[config.mk]
export PLATFORM = sky130hd
export DESIGN_NAME = demuxn_flat
export DESIGN_NICKNAME = d
export VERILOG_FILES = /design/src/rtl/demuxn_if.sv /design/src/rtl/demuxn.sv /design/src/flat_wrapper.sv
export SDC_FILE = /design/constraint.sdc
export NUM_CORES = 1
export LEC_CHECK = 0
export CAP_MARGIN = 20
export CORE_ASPECT_RATIO = 1.25
export CORE_MARGIN = 2
export CORE_UTILIZATION = 30
export CTS_CLUSTER_SIZE = 40
export DETAILED_ROUTE_END_ITERATION = 6
export HOLD_SLACK_MARGIN = 0.15
export PLACE_DENSITY = 0.66
export SLEW_MARGIN = 20
export SYNTH_ARGS = -nofsm -noshare
export SYNTH_HDL_FRONTEND = slang
export SYNTH_SLANG_ARGS = --single-unit
[constraint.sdc]
create_clock -name clk -period 3.6 [get_ports clk]
set_input_delay 0.54 -clock clk [delete_from_list [all_inputs] [get_ports clk]]
set_output_delay 0.54 -clock clk [all_outputs]
set_load 0.01 [all_outputs]
[src/rtl/demuxn_if.sv]
// Handshake bundle for demuxn. It carries the joined data/control request side
// and the M-lane output side. demuxn connects to the slave modport.
interface demuxn_if #(
   parameter int N = 1,
   parameter int M = 4
);
   localparam int SW = $clog2(M);

   logic          r_i;
   logic          a_i;
   logic [N-1:0]  d_i;
   logic          rctl_i;
   logic [SW-1:0] dctl_i;
   logic          actl_i;
   logic [M-1:0]  r_o;
   logic [M-1:0]  a_o;
   logic [N-1:0]  d_o;

   modport master (
      output r_i, d_i, rctl_i, dctl_i, a_o,
      input  a_i, actl_i, r_o, d_o
   );

   modport slave (
      input  r_i, d_i, rctl_i, dctl_i, a_o,
      output a_i, actl_i, r_o, d_o
   );
endinterface

[src/rtl/demuxn.sv]
// Four-phase handshake demultiplexer: a joined data+control token is steered to one of M lanes.
// Optional macro DEMUXN_SINK_EN: an out-of-range lane index is consumed silently instead of clamped.
module demuxn #(
   parameter int N = 1,
   parameter int M = 4
) (
   input logic     clk,
   input logic     rst,
   demuxn_if.slave bus
);
   localparam int SW = $clog2(M);

`ifdef DEMUXN_SINK_EN
   localparam bit SINK_EN = 1'b1;
`else
   localparam bit SINK_EN = 1'b0;
`endif

   typedef enum logic [1:0] {IDLE, SEND, ACK} state_t;

   state_t        state, next_state;
   logic [SW-1:0] sel, next_sel, lane;
   logic [M-1:0]  r_o_q, next_r_o;
   logic [N-1:0]  d_q, next_d;
   logic          ack_q, next_ack;
   logic          sunk_q, next_sunk;
   logic          out_of_range;

   // Out-of-range indices only exist when M leaves part of the select space unused.
   generate
      if ((1 << SW) == M) begin : g_pow2
         assign out_of_range = 1'b0;
      end else begin : g_partial
         assign out_of_range = (bus.dctl_i > SW'(M - 1));
      end
   endgenerate

   assign lane = out_of_range ? SW'(M - 1) : bus.dctl_i;

   always_comb begin
      next_state = state;
      next_sel   = sel;
      next_r_o   = r_o_q;
      next_d     = d_q;
      next_ack   = ack_q;
      next_sunk  = sunk_q;
      unique case (state)
         IDLE: begin
            if (bus.r_i && bus.rctl_i) begin
               next_d   = bus.d_i;
               next_sel = lane;
               if (SINK_EN && out_of_range) begin
                  next_ack   = 1'b1;
                  next_sunk  = 1'b1;
                  next_state = ACK;
               end else begin
                  next_r_o   = M'(1) << lane;
                  next_sunk  = 1'b0;
                  next_state = SEND;
               end
            end
         end
         SEND: begin
            if (bus.a_o[sel]) begin
               next_r_o   = '0;
               next_ack   = 1'b1;
               next_state = ACK;
            end
         end
         ACK: begin
            // A sunk token has no lane partner, so only the producers must release.
            if (!bus.r_i && !bus.rctl_i && (!bus.a_o[sel] || sunk_q)) begin
               next_ack   = 1'b0;
               next_sunk  = 1'b0;
               next_state = IDLE;
            end
         end
         default: begin
            next_state = IDLE;
            next_r_o   = '0;
            next_ack   = 1'b0;
            next_sunk  = 1'b0;
         end
      endcase
   end

   always_ff @(posedge clk or negedge rst) begin
      if (!rst) begin
         state  <= IDLE;
         sel    <= '0;
         r_o_q  <= '0;
         d_q    <= '0;
         ack_q  <= 1'b0;
         sunk_q <= 1'b0;
      end else begin
         state  <= next_state;
         sel    <= next_sel;
         r_o_q  <= next_r_o;
         d_q    <= next_d;
         ack_q  <= next_ack;
         sunk_q <= next_sunk;
      end
   end

   assign bus.r_o    = r_o_q;
   assign bus.d_o    = d_q;
   assign bus.a_i    = ack_q;
   assign bus.actl_i = ack_q;
endmodule

[src/flat_wrapper.sv]
// flat-port wrapper written by rule: the top's interface ports become plain ports
module demuxn_flat 
#(
   parameter int N = 1,
   parameter int M = 4
)
  (clk, rst, bus_r_i, bus_d_i, bus_rctl_i, bus_dctl_i, bus_a_o, bus_a_i, bus_actl_i, bus_r_o, bus_d_o);
  demuxn_if #(.N(N), .M(M)) bus_i ();
  input logic clk;
  input logic rst;
  input wire logic [$bits(bus_i.r_i)-1:0] bus_r_i;
  input wire logic [$bits(bus_i.d_i)-1:0] bus_d_i;
  input wire logic [$bits(bus_i.rctl_i)-1:0] bus_rctl_i;
  input wire logic [$bits(bus_i.dctl_i)-1:0] bus_dctl_i;
  input wire logic [$bits(bus_i.a_o)-1:0] bus_a_o;
  output wire logic [$bits(bus_i.a_i)-1:0] bus_a_i;
  output wire logic [$bits(bus_i.actl_i)-1:0] bus_actl_i;
  output wire logic [$bits(bus_i.r_o)-1:0] bus_r_o;
  output wire logic [$bits(bus_i.d_o)-1:0] bus_d_o;
  assign bus_i.r_i = bus_r_i;
  assign bus_i.d_i = bus_d_i;
  assign bus_i.rctl_i = bus_rctl_i;
  assign bus_i.dctl_i = bus_dctl_i;
  assign bus_i.a_o = bus_a_o;
  assign bus_a_i = bus_i.a_i;
  assign bus_actl_i = bus_i.actl_i;
  assign bus_r_o = bus_i.r_o;
  assign bus_d_o = bus_i.d_o;
  demuxn #(.N(N), .M(M)) u_core (.clk(clk), .rst(rst), .bus(bus_i));
endmodule
# Word level (Yosys, flattened, before mapping)
# Index checks and enable logic that the tools add are counted.
# Widths: inputs -> output; s select.
# totals
reg_bits	11
in_bits	11
# classes
magnitude_cmp	1
eq_ne	5
shift	1
n_mux	14
n_bitwise	3
reduce_logical	13
# op_table
cell	n
$pmux 4 s3	1
$reduce_and 3->1	4
$mux 4	2
$mux 2	3
$ne 2x1->1 const B	3
$pmux 1 s3	2
$pmux 2 s3	1
$mux 1	4
$shl 1x2->4 const A	1
$logic_and 1x1->1	3
$logic_not 1->1	3
$lt 2x3->1 const B	1
$not 1->1	3
$bmux 1 s2	1
$eq 2x1->1 const B	1
$eq 2x2->1 const B	1
$logic_not 2->1	1
$reduce_and 2->1	1
$logic_or 1x1->1	1

# Longest topological paths before layout
# depth
ltp_word	7
mapped_depth	4

# Worst setup path before layout
# OpenSTA, ideal clock, no wires.
# synth_path
path_type	register -> register
start	register u_core.state[0]
end	register u_core.r_o_q[0], in the netlist u_core.bus.r_o[0]
setup_ns	0.125
arrival_ns	1.611
required_time_ns	3.475
setup_slack_ns	1.865
stages_incl_launch_ff	5
cell_sequence	dfrtp_1 buf_4 and3b_1 a222oi_1 mux2_2
# synth_between
elab_chain_cells	3
# synth_rtl
element	line	text
start, declared	demuxn.sv:21	state_t state, next_state;
start signal, assigned	demuxn.sv:96	state <= next_state;
$eq 2x1->1, or another cell as far along	demuxn.sv:47	unique case (state)
$ne 2x1->1 (no line) or $not 1->1 (tied branches)	--	
$reduce_and 3->1 (no line)	--	
end signal, assigned	demuxn.sv:98	r_o_q <= next_r_o;
end, declared	demuxn.sv:23	logic [M-1:0] r_o_q, next_r_o;
# Parallel ways exist; a longest one is shown, timed or not.
# A chain may end at the register's enable or synchronous reset.

# Worst setup path in the final report
# layout_path
start	input bus_r_i
end	register u_core.r_o_q[1], in the netlist u_core.bus.r_o[1]
# layout_between
elab_chain_cells	3
# layout_rtl
element	line	text
start, declared	flat_wrapper.sv:11	input wire logic [$bits(bus_i.r_i)-1:0] bus_r_i;
$logic_and 1x1->1	demuxn.sv:49	if (bus.r_i && bus.rctl_i) begin
$ne 2x1->1 (no line)	--	
$reduce_and 3->1 (no line)	--	
# No other way between the ends.

==> results.toml <==
[timing]
finalSetupViolCount = 0
finalHoldViolCount = 0
skew_ns = 0.001075
rsz0062_at_grt = "no"
whs_ns = 0.5122
setup-tns-final_ns = 0
worst_pin_slew_ns = 0.7205
maxSlewHeadroom_pct = 51.97
drv_slew = 0
max_freq_mhz = 464.5
finalCritPeriodShare_pct = 59.80
period_minus_slack_ns = 2.153

[clock_network]
clkTransAtPathRegs_ns = 0.06
clk_path_buf_depth = 2
cts_hold_repair.buffers = 0
cts_resized = 0
cts_max_level = 1
cts_inserted_buffers = 3
clock_latency_ns = 0.25
cts_num_sinks = 10
cts_tree = "yes"
post-cts-setup-buffers = 0
ctsRootBufferMaster = "clkbuf_4"

[power_and_ir_drop]
netSwitchingPower_mw = 0.1686
pwr-share-clk_pct = 14.0
p_int_mw = 0.3326
p_leak_nw = 0.3160
seqPwrFrac_pct = 41.5
max-vdd-ir-drop_uv = 290.8
netSwitchingFraction_pct = 33.64
power_density_mw_per_mm2 = 700.3
comb_power_share_pct = 44.5

[setup_path]
arrival_ns = 2.29
slowest_delay_ns = 0.69
crit_buf_inv = 1
endpoint_kind = "flop"
path_cells = "clkdlybuf4s50_1 -> nand3b_1 -> a222oi_1 -> mux2_2"
worst_path_max_delay_cell = "a222oi_1"
critPathRequiredTime_ns = 3.74
crit_family = "compound AO/OA/AOI/OAI gates"
critPathKind = "in -> reg"
startpoint_type = "input port"
crit_fanout = 5

[placed_design]
gp_congestion = 0.7722
io_buffers = 17
dp_hpwl_um = 809.9

[drt]
wl_um = 1014
ant_nets = 0
via_per_inst = 5.122
drc = 0
wl_per_cell_um = 12.37
vias = 420
dr.pass1.iters = 4
drtIter0Drc = 13

[final_layout]
syn2layout_area_growth_pct = 35.87
insertedDiodeCount = 0
drive_gt1_share_pct = 14.06
fin_nets = 77

[die]
core_mm2 = 0.001602
start_util_pct = 32.89
dieHeight_um = 50.85
ios = 18
dieArea_mm2 = 0.002109
num_rows = 16
die_w_um = 41.48

[yosys]
syn_area_um2 = 526.8
synth_top_area_cell = "dfrtp_1"
ys.warnings.count = 0
ys_ff_latch = 10
yosysSeqAreaShare_pct = 47.51
synth_area_leaders = "dfrtp_1, mux2_2, mux2i_1"
syn_avg_cell_area_um2 = 11.21
netlist_instances = 47
syn_nets = 58
synth_top_area_share_pct = 47.51
yosys.cell_types.count = 23

[outcome]
outcome = "complete, no violations"

[global_route]
first_global_vias = 456
grt_usage_pct = 11.58
gr-total-overflow = 0
grt_pass1_wl_um = 1856
antenna_found_initial = 0
grt_max_degree = 11

[job]
cap_violations = 0

[worst_hold_path]
holdCritPathClass = "reg -> reg"
-- layout by cell type (no fill, tap or decap) --
cell type	n
nand2_1	3
o31ai_1	1
nor3_1	1
o22ai_1	1
xnor2_1	1
nor3b_1	1
mux2i_1	4
and3_1	1
a21oi_1	1
dfrtp_1	10
nor2_1	2
clkbuf_4	3
and3b_1	1
a222oi_1	1
a22oi_1	1
nand3b_1	1
nor4_1	1
mux2_2	6
a32oi_1	1
clkdlybuf4s50_1	17
inv_1	4
nand3_1	1
nor4b_1	1
-- metal layers --
metal	GRT usage, %	wire (µm)	vias to the layer above
met1	14.00	482	199
li1	-	-	205
met5	0	0	-
met2	17.97	447	14
met3	2.827	74	2
met4	8.065	10	0
-- registers in the layout, indices dropped and copies added (netlist names) --
| signal | cells |
|---|---|
| u_core.bus.r_o | 4 |
| u_core.sel | 2 |
| u_core.state | 2 |
| u_core.bus.a_i | 1 |
| u_core.bus.d_o | 1 |
-- logic make-up after synthesis --
group           after synthesis  synth area share, %
mux                          10                20.43
xor+xnor                      1                1.663
buf+inv                       7                7.837
simple gates                 13                14.02
flops                        10                47.51
compound gates                6                8.552
-- path summary, 6_finish.rpt --
kind,startpoint,endpoint,slack (ns),cells after the start
worst max-delay path,bus_r_i,u_core.bus.r_o[1],1.45,4
worst min-delay path,u_core.bus.d_o,u_core.bus.d_o,0.51,1
worst max register to register,u_core.state[1],u_core.bus.r_o[1],1.68,3
worst min register to register,u_core.bus.d_o,u_core.bus.d_o,0.51,1
max in group asynchronous,rst,u_core.sel[0],2.68,1
min in group asynchronous,rst,u_core.bus.r_o[3],0.61,1
-- cell type report --
cell class,instances,area (µm²)
fillers,160,885.9
flip-flops and latches,10,250.2
well taps,18,22.52
repair buffers,17,170.2
clock buffers,3,22.52
multi-input cells,30,235.2
inverters,4,15.01
-- stage by stage --
stage	util (%)	total power [mW]	cells	cell area, µm²	setup slack [ns]
6_report	44.69	0.5012	82	715.7	1.447
5_1_grt	44.69	0.5439	82	715.7	1.368
4_1_cts	44.69	0.5088	82	715.7	1.445
3_5_place_dp	43.28	0.4343	79	693.2	1.179
3_3_place_gp	43.28	0.4311	79	693.2	1.222
2_1_floorplan	-	0.3565	47	526.8	1.865
-- Yosys cell counts (all sizes together) --
cell,n
a21oi,1
and3b,1
nor3b,1
dfrtp,10
o22ai,1
nand3,1
nand2,3
nor3,1
inv,4
mux2,6
a222oi,1
nand3b,1
mux2i,4
nor4b,1
nor2,2
nor4,1
xnor2,1
buf,3
and3,1
a32oi,1
o31ai,1
a22oi,1
-- power groups by stage --
stage	Combinational (mW)	Clock [mW]	Sequential, mW
floorplan	0.159	0	0.198
global placement	0.223	0	0.208
detailed placement	0.225	0	0.209
CTS	0.226	0.0743	0.209
global route	0.244	0.0802	0.220
finish	0.223	0.0704	0.208
(Power assumes the default switching activity.)
